## src/rtl/plasma_gpio_debounce.sv

```systemverilog
// Board I/O conditioner: synchronise and debounce raw inputs, sticky rising-edge events,
// maskable level irq and registered outputs. Edge events/irq exist only with GPIO_EDGE_IRQ_EN defined.
module plasma_gpio_debounce #(
  parameter int                   IN_WIDTH        = 13,
  parameter int                   OUT_WIDTH       = 13,
  parameter int                   SYNC_STAGES     = 2,
  parameter int                   DEBOUNCE_CYCLES = 500000,
  parameter int                   CNT_WIDTH       = 20,
  parameter logic [OUT_WIDTH-1:0] OUT_RESET       = '0
) (
  input  logic                 clk,
  input  logic                 reset,
  input  logic [IN_WIDTH-1:0]  raw_i,
  output logic [OUT_WIDTH-1:0] out_o,
  input  logic [1:0]           reg_sel,
  input  logic                 wr_en,
  input  logic [31:0]          wr_data,
  output logic [31:0]          rd_data,
  output logic                 irq_o
);

  // Register port: no handshake. A write is accepted on every cycle wr_en is high;
  // rd_data always shows the register selected by reg_sel on the previous cycle.
  localparam logic [1:0] REG_STATE = 2'd0;
  localparam logic [1:0] REG_EVENT = 2'd1;
  localparam logic [1:0] REG_OUT   = 2'd2;
  localparam logic [1:0] REG_MASK  = 2'd3;

  localparam logic [CNT_WIDTH-1:0] CNT_LAST = CNT_WIDTH'(DEBOUNCE_CYCLES - 1);

  logic [IN_WIDTH-1:0]  sync_q [SYNC_STAGES];
  logic [IN_WIDTH-1:0]  sync_n;
  logic [IN_WIDTH-1:0]  stable_q;
  logic [IN_WIDTH-1:0]  accept;
  logic [IN_WIDTH-1:0]  rise;
  logic [CNT_WIDTH-1:0] cnt_q [IN_WIDTH];
  logic [OUT_WIDTH-1:0] out_q;
  logic [IN_WIDTH-1:0]  event_q;
  logic [IN_WIDTH-1:0]  mask_q;
  logic                 irq_q;
  logic [31:0]          rd_next;
  logic [31:0]          rd_q;
  logic                 unused_sink;

  always_ff @(posedge clk) begin
    if (reset) begin
      for (int s = 0; s < SYNC_STAGES; s++) sync_q[s] <= '0;
    end else begin
      sync_q[0] <= raw_i;
      for (int s = 1; s < SYNC_STAGES; s++) sync_q[s] <= sync_q[s-1];
    end
  end

  assign sync_n = sync_q[SYNC_STAGES-1];

  // A channel flips only after its synchronised value has differed for DEBOUNCE_CYCLES cycles.
  always_comb begin
    accept = '0;
    for (int i = 0; i < IN_WIDTH; i++)
      accept[i] = (sync_n[i] != stable_q[i]) && (cnt_q[i] == CNT_LAST);
  end

  assign rise = accept & sync_n;

  always_ff @(posedge clk) begin
    if (reset) begin
      stable_q <= '0;
      for (int i = 0; i < IN_WIDTH; i++) cnt_q[i] <= '0;
    end else begin
      for (int i = 0; i < IN_WIDTH; i++) begin
        if (sync_n[i] == stable_q[i]) begin
          cnt_q[i] <= '0;
        end else if (accept[i]) begin
          stable_q[i] <= sync_n[i];
          cnt_q[i]    <= '0;
        end else begin
          cnt_q[i] <= cnt_q[i] + CNT_WIDTH'(1);
        end
      end
    end
  end

  always_ff @(posedge clk) begin
    if (reset)                              out_q <= OUT_RESET;
    else if (wr_en && reg_sel == REG_OUT)   out_q <= wr_data[OUT_WIDTH-1:0];
  end

`ifdef GPIO_EDGE_IRQ_EN
  logic [IN_WIDTH-1:0] clear;

  assign clear = (wr_en && reg_sel == REG_EVENT) ? wr_data[IN_WIDTH-1:0] : '0;

  // A new edge is ORed in after the W1C clear, so a same-cycle set wins.
  always_ff @(posedge clk) begin
    if (reset) begin
      event_q <= '0;
      mask_q  <= '0;
      irq_q   <= 1'b0;
    end else begin
      event_q <= (event_q & ~clear) | rise;
      if (wr_en && reg_sel == REG_MASK) mask_q <= wr_data[IN_WIDTH-1:0];
      irq_q <= |(event_q & mask_q);
    end
  end

  assign unused_sink = ^wr_data;
`else
  assign event_q     = '0;
  assign mask_q      = '0;
  assign irq_q       = 1'b0;
  assign unused_sink = ^{wr_data, rise};
`endif

  always_comb begin
    rd_next = '0;
    case (reg_sel)
      REG_STATE: rd_next[IN_WIDTH-1:0]  = stable_q;
      REG_EVENT: rd_next[IN_WIDTH-1:0]  = event_q;
      REG_OUT:   rd_next[OUT_WIDTH-1:0] = out_q;
      default:   rd_next[IN_WIDTH-1:0]  = mask_q;
    endcase
  end

  always_ff @(posedge clk) begin
    if (reset) rd_q <= '0;
    else       rd_q <= rd_next;
  end

  assign out_o   = out_q;
  assign rd_data = rd_q;
  assign irq_o   = irq_q;

endmodule
```

## config.mk

```make
export PLATFORM = sky130hd
export DESIGN_NAME = plasma_gpio_debounce
export DESIGN_NICKNAME = d
export VERILOG_FILES = /design/src/rtl/plasma_gpio_debounce.sv
export SDC_FILE = /design/constraint.sdc
export NUM_CORES = 1
export LEC_CHECK = 0
export BUFFER_PORTS_ARGS = -buffer_cell sky130_fd_sc_hd__buf_2
export CELL_PAD_IN_SITES_DETAIL_PLACEMENT = 1
export CELL_PAD_IN_SITES_GLOBAL_PLACEMENT = 2
export CORE_MARGIN = 1.5
export CORE_UTILIZATION = 25
export CTS_CLUSTER_DIAMETER = 40
export DETAILED_ROUTE_END_ITERATION = 10
export GPL_ROUTABILITY_DRIVEN = 0
export MAX_ROUTING_LAYER = met4
export PLACE_DENSITY = 0.54
export SYNTH_ARGS = -nofsm -noshare
export SYNTH_HDL_FRONTEND = slang
export SYNTH_SLANG_ARGS = --single-unit
```

## constraint.sdc

```tcl
create_clock -name clk -period 2.2 [get_ports clk]
set_input_delay 0.11 -clock clk [delete_from_list [all_inputs] [get_ports clk]]
set_output_delay 0.11 -clock clk [all_outputs]
set_load 0.005 [all_outputs]
```

==> Yosys cells after proc, flatten, opt, wreduce, memory -nomap -nowiden <==
Memories as Yosys holds them, arrays and structs flattened.
Cells that the tools add are included.
Widths: inputs -> output; s select.
{ "totals": {"word_cells": 341, "ram_bits": 286, "mem_count": 2, "reg_bits": 58, "in_bits": 50} }
{ "mem_list": {"columns": ["memory", "words", "word_bits", "rd", "rd_clocked_by_memory_dff", "wr", "line_no", "source"], "rows": [
  ["cnt_q", 13, 20, 13, 0, 13, "36", "logic [CNT_WIDTH-1:0] cnt_q [IN_WIDTH];"],
  ["sync_q", 2, 13, 2, 0, 2, "31", "logic [IN_WIDTH-1:0] sync_q [SYNC_STAGES];"]
]} }
{ "op_classes": {"n_addsub": 13, "n_bitwise": 54, "eq_ne": 40, "mux": 188, "n_reduce_logical": 28} }
{ "op_table": {"columns": ["op", "n"], "rows": [
  ["$mux 20", 39],
  ["$add 20x1->20 const B", 13],
  ["$eq 20x19->1 const B", 13],
  ["$mux 1", 146],
  ["$or 1x1->1", 41],
  ["$mux 13", 2],
  ["$pmux 13 s2", 1],
  ["$reduce_and 2->1", 13],
  ["$logic_and 1x1->1", 14],
  ["$eq 1x1->1", 13],
  ["$ne 1x1->1", 13],
  ["$not 1->1", 13],
  ["$eq 2x2->1 const B", 1],
  ["$logic_not 2->1", 1]
]} }

==> Longest topological paths before layout <==
An unclocked memory read counts as a cell.
{ "logic_depth": {"depth_word": 9, "ltp_mapped": 7, "depth_no_buf": 5} }

==> Least setup slack after synthesis <==
Ideal clock, no wire load.
{ "synth_timing": {"kind": "flip-flop to flip-flop", "start": "memory cnt_q[9][7], in the netlist cnt_q[1][27]", "end": "memory cnt_q[9][11], in the netlist cnt_q[1][31] (data pin)", "period_less_slack_ns": 2.182, "t_required_ns": 1.946, "setup_slack_ns": 0.018, "path_stages_with_launch": 6, "path_buffers": 1, "arrival_time_ns": 1.928, "cell_sequence": "edfxtp_1 or4b_1 or4_1 o21ai_2 buf_4 nor2_1"} }
{ "synth_lines": {"columns": ["item", "line_no"], "rows": [
  ["start, declared", "36"]
]} }

==> results.json <==
{
  "synth_mux_area_frac": 0.0125,
  "p_per_area_nw_per_um2": 880,
  "grt_pass1_vias": 13800,
  "syn-cell-area_um2": 16700,
  "clock_sinks": 325,
  "synth-compound-area-share": 0.0484,
  "grt_setup_unrepaired": "false",
  "finalHoldViolCount": 0,
  "clk_path_buf_depth": 3,
  "start_util": 0.254,
  "htreeDepth": 3,
  "hp-start": "wr_en",
  "final-max-slew-violation-count": 0,
  "drv_cap": 0,
  "routed_wl_mm": 41.3,
  "dr.pass1.iters": 9,
  "leakage_nw": 8.16,
  "top_usage_layer": "met2",
  "clk-insertion-delay-late_ns": 0.59,
  "cp_max_fo": 19,
  "fin_util": 0.347,
  "path_clk_slew_ns": 0.04,
  "fmax_mhz": 481,
  "avgSynthCellArea_um2": 10.4,
  "finalCritPeriodShare": 0.946,
  "worst_pin_slew_ns": 0.846,
  "area_delta_synth_final_pct": 36.6,
  "vias": 13300,
  "start_kind": "flip-flop",
  "synth_xor_area_frac": 0.102,
  "port_buffers": 56,
  "ys_seq_area_frac": 0.544,
  "ant_nets": 0,
  "synth_top_family_by_area": "simple AND/OR/NAND/NOR gates",
  "core-area_um2": 66000,
  "finalCriticalPeriod_ns": 2.08,
  "dp_hpwl_mm": 29.0,
  "cts_setup_buffers": 0,
  "synthCells": 1618,
  "antenna_found_initial": 0,
  "run_status": "finished with violations",
  "worstHoldPathType": "in -> reg",
  "path_class": "reg -> reg",
  "synth_ff_type": "edfxtp_1",
  "critPathCaptureType": "flip-flop",
  "setup_violations": 0,
  "die_width_um": 262,
  "grt_use_total": 0.129,
  "slew_headroom": 0.436,
  "crit_end": "cnt_q[1][30]$_SDFFCE_PN0P_",
  "arrival_ns": 2.41,
  "cts_tree": "built",
  "cp-startpoint": "cnt_q[1][27]$_SDFFCE_PN0P_",
  "gr-usage-met1": 0.165,
  "cts_root_buf": "clkbuf_16",
  "drt-initial-drc-count": 403,
  "synthAdderAreaFrac": 0.00971,
  "crit-reg2reg-launch": "cnt_q[1][27]$_SDFFCE_PN0P_",
  "max-vdd-ir-drop_mv": 0.488,
  "async_flop_share": 0,
  "synth-simple-area-share": 0.251,
  "fp-row-count": 94,
  "numCtsBuffers": 85,
  "grt_pass1_wl_mm": 69.6,
  "die-height_um": 262,
  "met2_usage": 0.201,
  "reg2reg_slack_ns": 0.12,
  "ys_ff_latch": 325,
  "final_cell_mix": "conb_1, nor2_1, edfxtp_1, xnor2_1, clkbuf_16",
  "vias_per_cell": 4.36,
  "drive_gt1_frac": 0.145,
  "grt_util_met3": 0.0259,
  "drt-wirelength-per-cell_um": 13.6,
  "synth.distinct_cells": 53,
  "r2r-end": "cnt_q[1][30]$_SDFFCE_PN0P_",
  "yosys_warnings": 0,
  "clock_skew_ns": 0.0214,
  "final_common_cell": "conb_1",
  "overflow": 0,
  "nets": 2172,
  "reg2reg_depth": 5,
  "fin_tns_setup_ns": 0,
  "synth_edf_count": 260,
  "die-area_um2": 68600,
  "cp.required_ns": 2.53,
  "violations": "DRC",
  "top_level_ports": 96,
  "drc": 6,
  "grt_max_degree": 29,
  "n_fill_cell": 7464
}
worst min path at each step:
stage	endpoint	cells past startpoint	slack (ns)
floorplan	sync_q[0][0]$_SDFF_PP0_	1	0.24
global placement	sync_q[0][3]$_SDFF_PP0_	2	0.32
detailed placement	sync_q[0][7]$_SDFF_PP0_	2	0.33
CTS	out_o[7]$_SDFFE_PP0P_	4	0.01
global route	out_o[7]$_SDFFE_PP0P_	4	0.07
finish	out_o[7]$_SDFFE_PP0P_	4	0.06
stage by stage:
| step | worst slack, ns | total power [W] | cells | cell area, um^2 | hold slack (ns) |
|---|---|---|---|---|---|
| after floorplan | 0.0177 | 0.00766 | 1896 | 17800 | 0.238 |
| after global placement | 0.123 | 0.00792 | 2846 | 19600 | 0.323 |
| after detailed placement | 0.104 | 0.00794 | 2846 | 19600 | 0.328 |
| after CTS | 0.0818 | 0.0206 | 3042 | 22900 | 0.0102 |
| after global routing | 0.0272 | 0.0210 | 3042 | 22900 | 0.0689 |
| final | 0.120 | 0.0201 | 3043 | 22900 | 0.0616 |
power breakdown:
part	total, W	internal (W)	switching (W)
Clock	0.0123	0.00849	0.00378
Combinational	0.000725	0.000328	0.000397
Sequential	0.00715	0.00690	0.000253
Total	0.0201	0.0157	0.00443
area by class of cell:
| class | count | area (um^2) | share of cell area |
|---|---|---|---|
| flip-flops and latches | 325 | 9110 | 0.398 |
| multi-input cells | 1452 | 8170 | 0.357 |
| clock buffers | 105 | 2370 | 0.104 |
| repair buffers | 188 | 1450 | 0.0633 |
| well taps | 864 | 1080 | 0.0472 |
| clock inverters | 51 | 489 | 0.0214 |
| inverters | 57 | 214 | 0.00935 |
| diodes | 1 | 2.50 | 0.000109 |
synthesized netlist by cell type (all sizes together) (35+ instances only):
library cell	n	area share
a21oi	61	0.018
edfxtp	260	0.47
nor4	50	0.019
nand3	84	0.025
xnor2	137	0.072
nand4	82	0.031
nand2	89	0.020
xor2	58	0.030
dfxtp	65	0.078
clkbuf	35	0.0079
inv	57	0.013
nor3	54	0.016
o21ai	41	0.013
nor2	264	0.059
state kept, by name, summed over array words and instances (netlist names):
signal    cells
out_o        13
rd_data      13
stable_q     13
sync_q       26
cnt_q       260
layer usage:
layer,routed length [um],vias up,part of all wire
met5,0,-,0
li1,-,6637,-
met4,1070,0,0.026
met2,18500,146,0.45
met3,1440,86,0.035
met1,20200,6402,0.49
cells by family after synthesis:
kind of cell	Yosys count
simple gates	807
flops	325
xor+xnor	195
compound gates	136
buf+inv	119
mux	21
fa+ha+maj	13
other cells	2
critical path, cell delays in order (launching register included):
cell and delay [ns]:
edfxtp_1 0.38, or4b_1 0.53, or4_1 0.48, o21ai_2 0.19
buf_12 0.17, nor2_1 0.06
repair_timing:
| action | CTS | global route |
|---|---|---|
| hold buffers | 40 | 0 |
| hold endpoints to repair | 38 | 0 |
| setup endpoints to repair | 0 | 1 |
| gates resized for setup | 0 | 1 |
Note: power is estimated with default switching activity, not from simulation.
